==> src/rtl/rr_arbiter_4.sv <==
// rtl/rr_arbiter_4.sv - four-way round-robin arbiter with bounded hold time
// A grant is released when its owner drops req or after MAX_HOLD cycles.
module rr_arbiter_4 #(
  parameter int MAX_HOLD = 8
) (
  input  logic       clk,
  input  logic       rst,
  input  logic [3:0] req,
  output logic [3:0] gnt,
  output logic [1:0] gnt_id,
  output logic       gnt_valid
);

  localparam int HW = $clog2(MAX_HOLD);
  localparam logic [HW-1:0] HOLD_LAST = HW'(MAX_HOLD - 1);

  typedef enum logic {IDLE, GRANT} state_t;

  state_t        state, state_nxt;
  logic [1:0]    ptr, ptr_nxt;
  logic [HW-1:0] hold_cnt, hold_nxt;
  logic [1:0]    id_nxt;
  logic          valid_nxt;
  logic [3:0]    gnt_nxt;
  logic          rel;
  logic [1:0]    base;
  logic [1:0]    winner;

  // On release the search already starts past the current owner.
  assign rel  = (state == GRANT) && (!req[gnt_id] || (hold_cnt == HOLD_LAST));
  assign base = rel ? gnt_id + 2'd1 : ptr;

  // Scan from the farthest offset back so the nearest set bit wins.
  always_comb begin
    winner = base;
    for (int k = 3; k >= 0; k--) begin
      if (req[base + 2'(k)]) winner = base + 2'(k);
    end
  end

  always_comb begin
    state_nxt = state;
    ptr_nxt   = ptr;
    hold_nxt  = hold_cnt;
    id_nxt    = gnt_id;
    valid_nxt = gnt_valid;
    case (state)
      IDLE: begin
        valid_nxt = 1'b0;
        if (|req) begin
          state_nxt = GRANT;
          id_nxt    = winner;
          hold_nxt  = '0;
          valid_nxt = 1'b1;
        end
      end
      GRANT: begin
        if (!rel) begin
          hold_nxt = hold_cnt + 1'b1;
        end else begin
          ptr_nxt  = gnt_id + 2'd1;
          hold_nxt = '0;
          if (|req) begin
            id_nxt    = winner;
            valid_nxt = 1'b1;
          end else begin
            state_nxt = IDLE;
            valid_nxt = 1'b0;
          end
        end
      end
      default: state_nxt = IDLE;
    endcase
    gnt_nxt = valid_nxt ? (4'b0001 << id_nxt) : 4'b0000;
  end

  always_ff @(posedge clk) begin
    if (rst) begin
      state     <= IDLE;
      ptr       <= 2'b00;
      hold_cnt  <= '0;
      gnt_id    <= 2'b00;
      gnt_valid <= 1'b0;
      gnt       <= 4'b0000;
    end else begin
      state     <= state_nxt;
      ptr       <= ptr_nxt;
      hold_cnt  <= hold_nxt;
      gnt_id    <= id_nxt;
      gnt_valid <= valid_nxt;
      gnt       <= gnt_nxt;
    end
  end

endmodule

==> config.mk <==
export PLATFORM = sky130hd
export DESIGN_NAME = rr_arbiter_4
export DESIGN_NICKNAME = d
export VERILOG_FILES = /design/src/rtl/rr_arbiter_4.sv
export SDC_FILE = /design/constraint.sdc
export NUM_CORES = 1
export LEC_CHECK = 0
export CELL_PAD_IN_SITES_DETAIL_PLACEMENT = 0
export CELL_PAD_IN_SITES_GLOBAL_PLACEMENT = 1
export CORE_AREA = 2 2 53 55
export CTS_CLUSTER_SIZE = 40
export DETAILED_ROUTE_END_ITERATION = 7
export DIE_AREA = 0 0 55 57
export PLACE_DENSITY = 0.75
export SETUP_SLACK_MARGIN = 0.05
export SYNTH_ARGS = -nofsm -noshare
export SYNTH_HDL_FRONTEND = slang
export SYNTH_SLANG_ARGS = --single-unit
==> constraint.sdc <==
create_clock -name clk -period 5.3 [get_ports clk]
set_input_delay 0.795 -clock clk [delete_from_list [all_inputs] [get_ports clk]]
set_output_delay 0.795 -clock clk [all_outputs]
set_load 0.005 [all_outputs]
After elaboration in Yosys (flattened, before gate mapping). Cells that the tools add are included.

Register bits: 13. Input bits: 6. Output and inout bits: 7. Logic and storage cells: 52.

Add/sub/neg operators: 5. Order comparisons: 5. Equal/unequal tests: 2. Shift operators: 1. Multiplexer cells: 26. Bitwise operators: 2. Reductions and logical operators: 5.

Operator list (count): 2-bit by 3-bit < comparator with 1-bit output (second input constant) (5); 2-bit 2-to-1 mux (7); 1-bit binary-select mux with 2-bit select (5); 1-bit 2-to-1 mux (8); 3-bit 2-to-1 mux (2); 3-bit one-hot mux with 2 select lines (1); 2-bit by 1-bit adder with 2-bit output (second input constant) (2); 2-bit adder (second input constant) (2); 1-bit one-hot mux with 2 select lines (2); 2-bit one-hot mux with 2 select lines (1); 4-bit OR reduction (1); 1-bit by 2-bit << shifter with 4-bit output (first input constant) (1); 3-bit by 1-bit adder with 3-bit output (second input constant) (1); 3-bit == test (second input constant) (1); 2-bit != test (second input constant) (1); 1-bit inverter (2); 2-bit OR reduction (1); 1-bit logical AND (1); 1-bit logical NOT (1); 1-bit logical OR (1).

Depth between registers and ports, before layout. Gate-level depths: netlist of run 1.

Depth in word-level cells: 17. Gate-level depth with buffers: 9. Depth with buffers taken out: 9.

Worst setup path before layout of run 1. OpenSTA, ideal clock, no wires.

Path kind: input to register. Start: input port req[2]. End: register gnt[3]. Arrival time: 2059 ps. Required time: 5173 ps. Path slack: 3114 ps. Cell stages on the path: 7. Buffers on the path: 1. Path through: buf_4 -> mux2i_1 -> o221ai_1 -> a32oi_2 -> a211oi_1 -> nor3_1 -> o31ai_2.

Cells in the longest elaborated chain, start to end: 17. Elaborated cells between the ends (all ways): 31.

Ends and longest elaborated chain: from (decl) (RTL line 8) `input logic [3:0] req,`; 1-bit binary-select mux with 2-bit select (RTL line 30) `assign rel = (state == GRANT) && (!req[gnt_id] || (hold_cnt == HOLD_LAST));`; 1-bit 2-to-1 mux (implied by the code) (RTL line 30); 1-bit logical NOT (RTL line 30); 1-bit logical OR (RTL line 30); 1-bit logical AND (RTL line 30); 2-bit 2-to-1 mux; 2-bit adder (RTL line 37) `if (req[base + 2'(k)]) winner = base + 2'(k);`; 1-bit binary-select mux with 2-bit select (RTL line 37); 1-bit 2-to-1 mux (implied by the code) (RTL line 37); 2-bit 2-to-1 mux (4 in a row) (RTL line 37); 2-bit 2-to-1 mux (RTL line 50, 63); 2-bit 2-to-1 mux (RTL line 58) `if (!rel) begin`; 2-bit one-hot mux with 2 select lines (RTL line 47) `case (state)`; 1-bit by 2-bit << shifter with 4-bit output (RTL line 74) `gnt_nxt = valid_nxt ? (4'b0001 << id_nxt) : 4'b0000;`; to (signal assigned) (RTL line 91) `gnt <= gnt_nxt;`; to (decl) (RTL line 9) `output logic [3:0] gnt,`.

Several ways; a longest one is shown, not always the timed one. The select of a mux whose other input is x is not followed. A chain may end at the register's enable or synchronous reset.

Worst setup path in the final report of run 1.
Start: input port req[0]. End: register gnt[3].

Same word-level chain as after synthesis.

==> flow_metrics.tcl, run 1 <==
set metrics [dict create \
    synth.cell_area_sq_um 854.6 \
    p_leak_nw 0.3696 \
    synth_top_area_share_pct 30.45 \
    die_h_um 57 \
    crit_chain "clkdlybuf4s50_1 -> mux2i_1 -> or2_1 -> a32oi_2 -> nor3_1 -> nor3_1 -> o31ai_2" \
    cts_hold_buf 0 \
    ys_seq_area_share_pct 30.45 \
    vias_per_cell 5.846 \
    io_buffers 12 \
    synth_top_family_by_area "compound AO/OA/AOI/OAI gates" \
    rrSetupSlack_ps 3070 \
    antenna_cells 0 \
    grt-ovfl-total 0 \
    drc 0 \
    cts_root_buffer "clkbuf_4" \
    startpoint_type "primary input" \
    status "completed" \
    synth_area_leaders "dfxtp_1 (30%), nor2_1 (6.1%), a31oi_1 (2.9%)" \
    wl_um 2135 \
    synth_enable_flop_cells 0 \
    dpl.hpwl_um 1485 \
    clkLatencyLatePin_ps 290 \
    ys.flop_type "dfxtp_1" \
    power_density_nw_per_um2 288.4 \
    fin_nets 121 \
    cts.path.max_buffers 2 \
    vias 836 \
    crit_family "buffers and inverters" \
    netlist_instances 104 \
    drive_above_1_share_pct 12.50 \
    finalHoldViolCount 0 \
    crit_type "in2reg" \
    ctsHtreeMaxLevel 1 \
    row_count 19 \
    regArea_sq_um 260.3 \
    first_iter_violations 24 \
    ys_ff_latch 13 \
    finalCriticalPeriod_ps 2769 \
    syn_area_per_cell_sq_um 8.217 \
    die_w_um 55 \
    slowest_delay_ps 770 \
    path_clk_slew_ps 100 \
    antenna_found_initial 0 \
    setup_slack_ps 2531 \
    yosys.area_share.simple_pct 23.13 \
    wl_per_cell_um 14.93 \
    synth_common_cells "nor2_1 (14), dfxtp_1 (13), nand2_1 (6)" \
    grt_max_degree 13 \
    synth_compound_area_share_pct 33.09 \
    start_util_pct 32.68 \
    grt_pass1_wl_um 3477 \
    ios 13 \
    ir_drop_mv 0.09951 \
    drv_slew 0 \
    worst_pin_slew_ps 483.8 \
    ctsResizeCount 0 \
    finClkSkew_ps 13.42 \
    yosysWarnings 0 \
    slowest_stage "clkdlybuf4s50_1" \
    worstPathRequired_ps 5480 \
    worstSetupEndpointType "flop" \
    syn_nets 112 \
    post_cts_buffers 0 \
    gp_congestion 0.8265 \
    rsz0062_at_grt "false" \
    grtUsageTotal_pct 14.89 \
    antenna_left 0 \
    crit_buf_inv 1 \
    tns_ps 0 \
    critical_path_arrival_ps 2940 \
    core_area_sq_um 2615 \
    max_cap_viol_count 0 \
    tritoncts "built" \
    async_flop_share_pct 0 \
    p_total_uw 285.4 \
    muxShareOfSynthArea_pct 2.343 \
    post-place-ws_ps 2278 \
    relSlewSlack_pct 67.64 \
    hp-class "reg2reg" \
    multi_input_area_sq_um 525.5 \
    grt_pass1_vias 773 \
    area_delta_synth_final_pct 15.81 \
    nFillCells 287 \
    cp_common_cell "nor3_1" \
    fin_crit_sh_pct 52.24 \
    fp.dieArea_sq_um 3135 \
    fin_area_sq_um 989.7 \
    clock-sinks 13 \
    yosys.area.top_type "dfxtp_1" \
    numCtsBuffers 3 \
    drt_pass1_iterations 5 \
    yosysMostFrequentCell "nor2_1" \
    dpl_cell_area_sq_um 963.4 \
    clock.fmax_ghz 0.3612 \
    setup_viol 0 \
    ys_types 44 \
    crit_fanout 11 \
    synth_xor_area_share_pct 0 \
    synthAdderAreaFrac_pct 2.928 \
]
## where the power goes
group / leakage [nW] / switching, mW / internal [mW]
combinational: 0.248 / 0.0555 / 0.0459
clock: 0.0150 / 0.0369 / 0.0293
sequential: 0.107 / 0.0101 / 0.108
total: 0.370 / 0.103 / 0.183
## path summary, 6_finish.rpt
path                from           to  depth (start not counted)
max               req[0]       gnt[3]                          7
min          hold_cnt[1]  hold_cnt[1]                          2
max reg2reg  hold_cnt[0]       gnt[3]                          8
min reg2reg  hold_cnt[1]  hold_cnt[1]                          2
## area by class of cell
class	instances	share of cell area, %
Multi-Input combinational cell	78	53.10
Sequential cell	13	26.30
Timing Repair Buffer	12	12.14
Tap cell	31	3.919
Clock buffer	4	2.655
Inverter	5	1.896
## worst min-delay path, stage by stage, from the launching register on
cell     delay [ps]
dfxtp_1         340
a22oi_1          70
nor2_1           80
## registers in the layout, summed over array words and instances (netlist names)
register	flops
state	1
ptr	2
gnt	4
gnt_id	2
hold_cnt	3
gnt_valid	1
## per-stage QoR
stage	utilization (%)	hold WS (ps)	std cells
3_5_place_dp	36.84	494.8	139
3_3_place_gp	36.84	485.5	139
4_1_cts	37.85	518.2	143
5_1_grt	37.85	541.1	143
2_1_floorplan	-	469.5	104
6_report	37.85	511.6	143
## cells in the final DEF, fill, tap and decap left out, drive strengths merged, types with 3 or more instances in the layout
master          n
a21oi           6
a221oi          3
a31oi           4
clkbuf          4
clkdlybuf4s50  12
dfxtp          13
inv             5
nand2           6
nand2b          3
nor2           14
nor3            5
o21ai           6
## kinds of logic after synthesis
group | after synthesis
compound gates | 34
simple gates | 40
mux | 2
fa+ha+maj | 2
buf+inv | 13
flops | 13
## per-layer routing
metal  vias to the layer above  global-route usage (%)  wire length (um)
met5                         -                       0                 0
met4                         0                   5.923                20
met3                         2                   2.356               154
met2                        48                   23.30              1036
met1                       383                   20.16               924
li1                        403                       -                 -
No activity file was read; power rests on OpenSTA's default activity.
==> run 2, diff against run 1 <==
clock period = 2.8 ns   (was 5.3 ns; I/O delays follow)
==> run 2 against run 1 <==
  * Global-route usage grew 0.74 points
  * Combinational power grew 93%
  * Sequential power grew 88%
  * Critical endpoint unchanged
  * Critical path depth grew 1
  * Non-clock buffer count grew 4
  * Sequential share of layout area shrank 0.77 points
  * Flip-flop and latch count is the same
  * Register-to-register slack lost 2500 ps
  * Clock skew shrank 1.7 ps
  * Via count shrank 6.3%
  * Count of clock-buffer cells in the layout is the same
  * Die area is the same
==> flow_metrics.tcl, run 2 (synthesized netlist as in run 1, its figures left out) <==
set metrics [dict create \
    final_cell_mix "nor2_1 (14), dfxtp_1 (13), clkdlybuf4s50_1 (12), nand2_1 (6)" \
    grtUsageTotal_pct 15.63 \
    hp-class "reg2reg" \
    relSlewSlack_pct 69.98 \
    core_area_sq_um 2615 \
    dpl.hpwl_um 1552 \
    path_clk_slew_ps 90 \
    largest_register "gnt" \
    vias 783 \
    wl_per_cell_um 14.00 \
    numCtsBuffers 3 \
    grt_max_degree 12 \
    row_count 19 \
    die_w_um 55 \
    fin_crit_sh_pct 78.70 \
    top_regs "gnt: 4 flops, hold_cnt: 3 flops" \
    max_cap_viol_count 0 \
    whs_endpoint "hold_cnt[1]" \
    hold_start "hold_cnt[1]" \
    worstSetupEndpointType "flop" \
    layout_commonest_cell "nor2_1" \
    drc 0 \
    worstPathRequired_ps 2980 \
    antenna_left 0 \
    cts_root_buffer "clkbuf_4" \
    antenna_cells 0 \
    finClkSkew_ps 11.75 \
    antenna_found_initial 0 \
    ios 13 \
    crit_type "reg2reg" \
    setup_slack_ps 596.4 \
    largest_register_ffs 4 \
    die_h_um 57 \
    clock.fmax_ghz 0.4538 \
    gp_congestion 0.8045 \
    grt_pass1_vias 731 \
    whs_path_depth 2 \
    area_delta_synth_final_pct 19.33 \
    worstReg2RegEnd "gnt[3]" \
    post_cts_buffers 0 \
    critical_path_arrival_ps 2380 \
    worst_pin_slew_ps 450.3 \
    ir_drop_mv 0.1937 \
    finalCriticalPeriod_ps 2204 \
    post-place-ws_ps 392.6 \
    crit_fanout 9 \
    startpoint_type "flop" \
    clock-sinks 13 \
    reg2reg_depth 8 \
    tns_ps 0 \
    utilization_pct 39.00 \
    fin_nets 125 \
    ctsResizeCount 0 \
    drv_slew 0 \
    cts_hold_buf 0 \
    fp.dieArea_sq_um 3135 \
    drt_pass1_iterations 4 \
    io_buffers 12 \
    finalHoldViolCount 0 \
    grt_pass1_wl_um 3484 \
    first_iter_violations 5 \
    rrSetupSlack_ps 600 \
    tritoncts "built" \
    vias_per_cell 5.327 \
    clkLatencyLatePin_ps 280 \
    reg2reg_from "hold_cnt[0]" \
    power_density_nw_per_um2 527.1 \
    p_total_uw 537.5 \
    cts.path.max_buffers 2 \
    ctsHtreeMaxLevel 1 \
    drive_above_1_share_pct 15.52 \
    start_util_pct 32.68 \
    grt-ovfl-total 0 \
    status "completed" \
    rsz0062_at_grt "false" \
    setup_viol 0 \
    p_leak_nw 0.3887 \
    wl_um 2058 \
]
[run 2: changes by cell type in the layout (fill, tap and decap cells not counted), sizes merged]
cell	before	now
buf	0	4
[run 2: metrics by stage]
stage | instances | area [sq um] | hold WS [ps]
floorplan | 104 | 854.6 | 469.5
global placement | 143 | 993.5 | 487.5
detailed placement | 143 | 993.5 | 500.0
CTS | 147 | 1020 | 522.3
global route | 147 | 1020 | 568.7
finish | 147 | 1020 | 515.7
[run 2: layer usage]
| layer | wire length, um | vias to the layer above | GRT usage [%] |
|---|---|---|---|
| li1 | - | 406 | - |
| met1 | 1013 | 362 | 22.44 |
| met2 | 949 | 13 | 21.09 |
| met3 | 66 | 2 | 3.141 |
| met4 | 28 | 0 | 9.408 |
| met5 | 0 | - | 0 |
[run 2: area by class of cell]
type / count / area [sq um]
repair buffers: 16 / 150.1
multi-input cells: 78 / 525.5
flip-flops and latches: 13 / 260.3
well taps: 31 / 38.79
inverters: 5 / 18.77
clock buffers: 4 / 26.28
fillers: 280 / 1595
[run 2: where the power goes]
part,internal [mW],switching (mW)
logic,0.0914,0.104
registers,0.204,0.0184
clock network,0.0552,0.0649
[run 2: worst max path at each step]
stage | from | to | depth (start not counted)
2_1_floorplan | hold_cnt[0] | gnt[3] | 8
3_3_place_gp | req[3] | gnt[3] | 7
3_5_place_dp | req[3] | gnt[3] | 7
4_1_cts | hold_cnt[0] | gnt[3] | 8
5_1_grt | hold_cnt[0] | gnt[3] | 8
6_report | hold_cnt[0] | gnt[3] | 8
[run 2: worst max-delay path, cell delays in order (launching register included)]
cell and delay, ps:
dfxtp_1 330, ha_1 200, ha_1 220, or2_1 250
or2_1 240, a32oi_2 440, nor3_1 120, nor3_1 240
o31ai_2 80
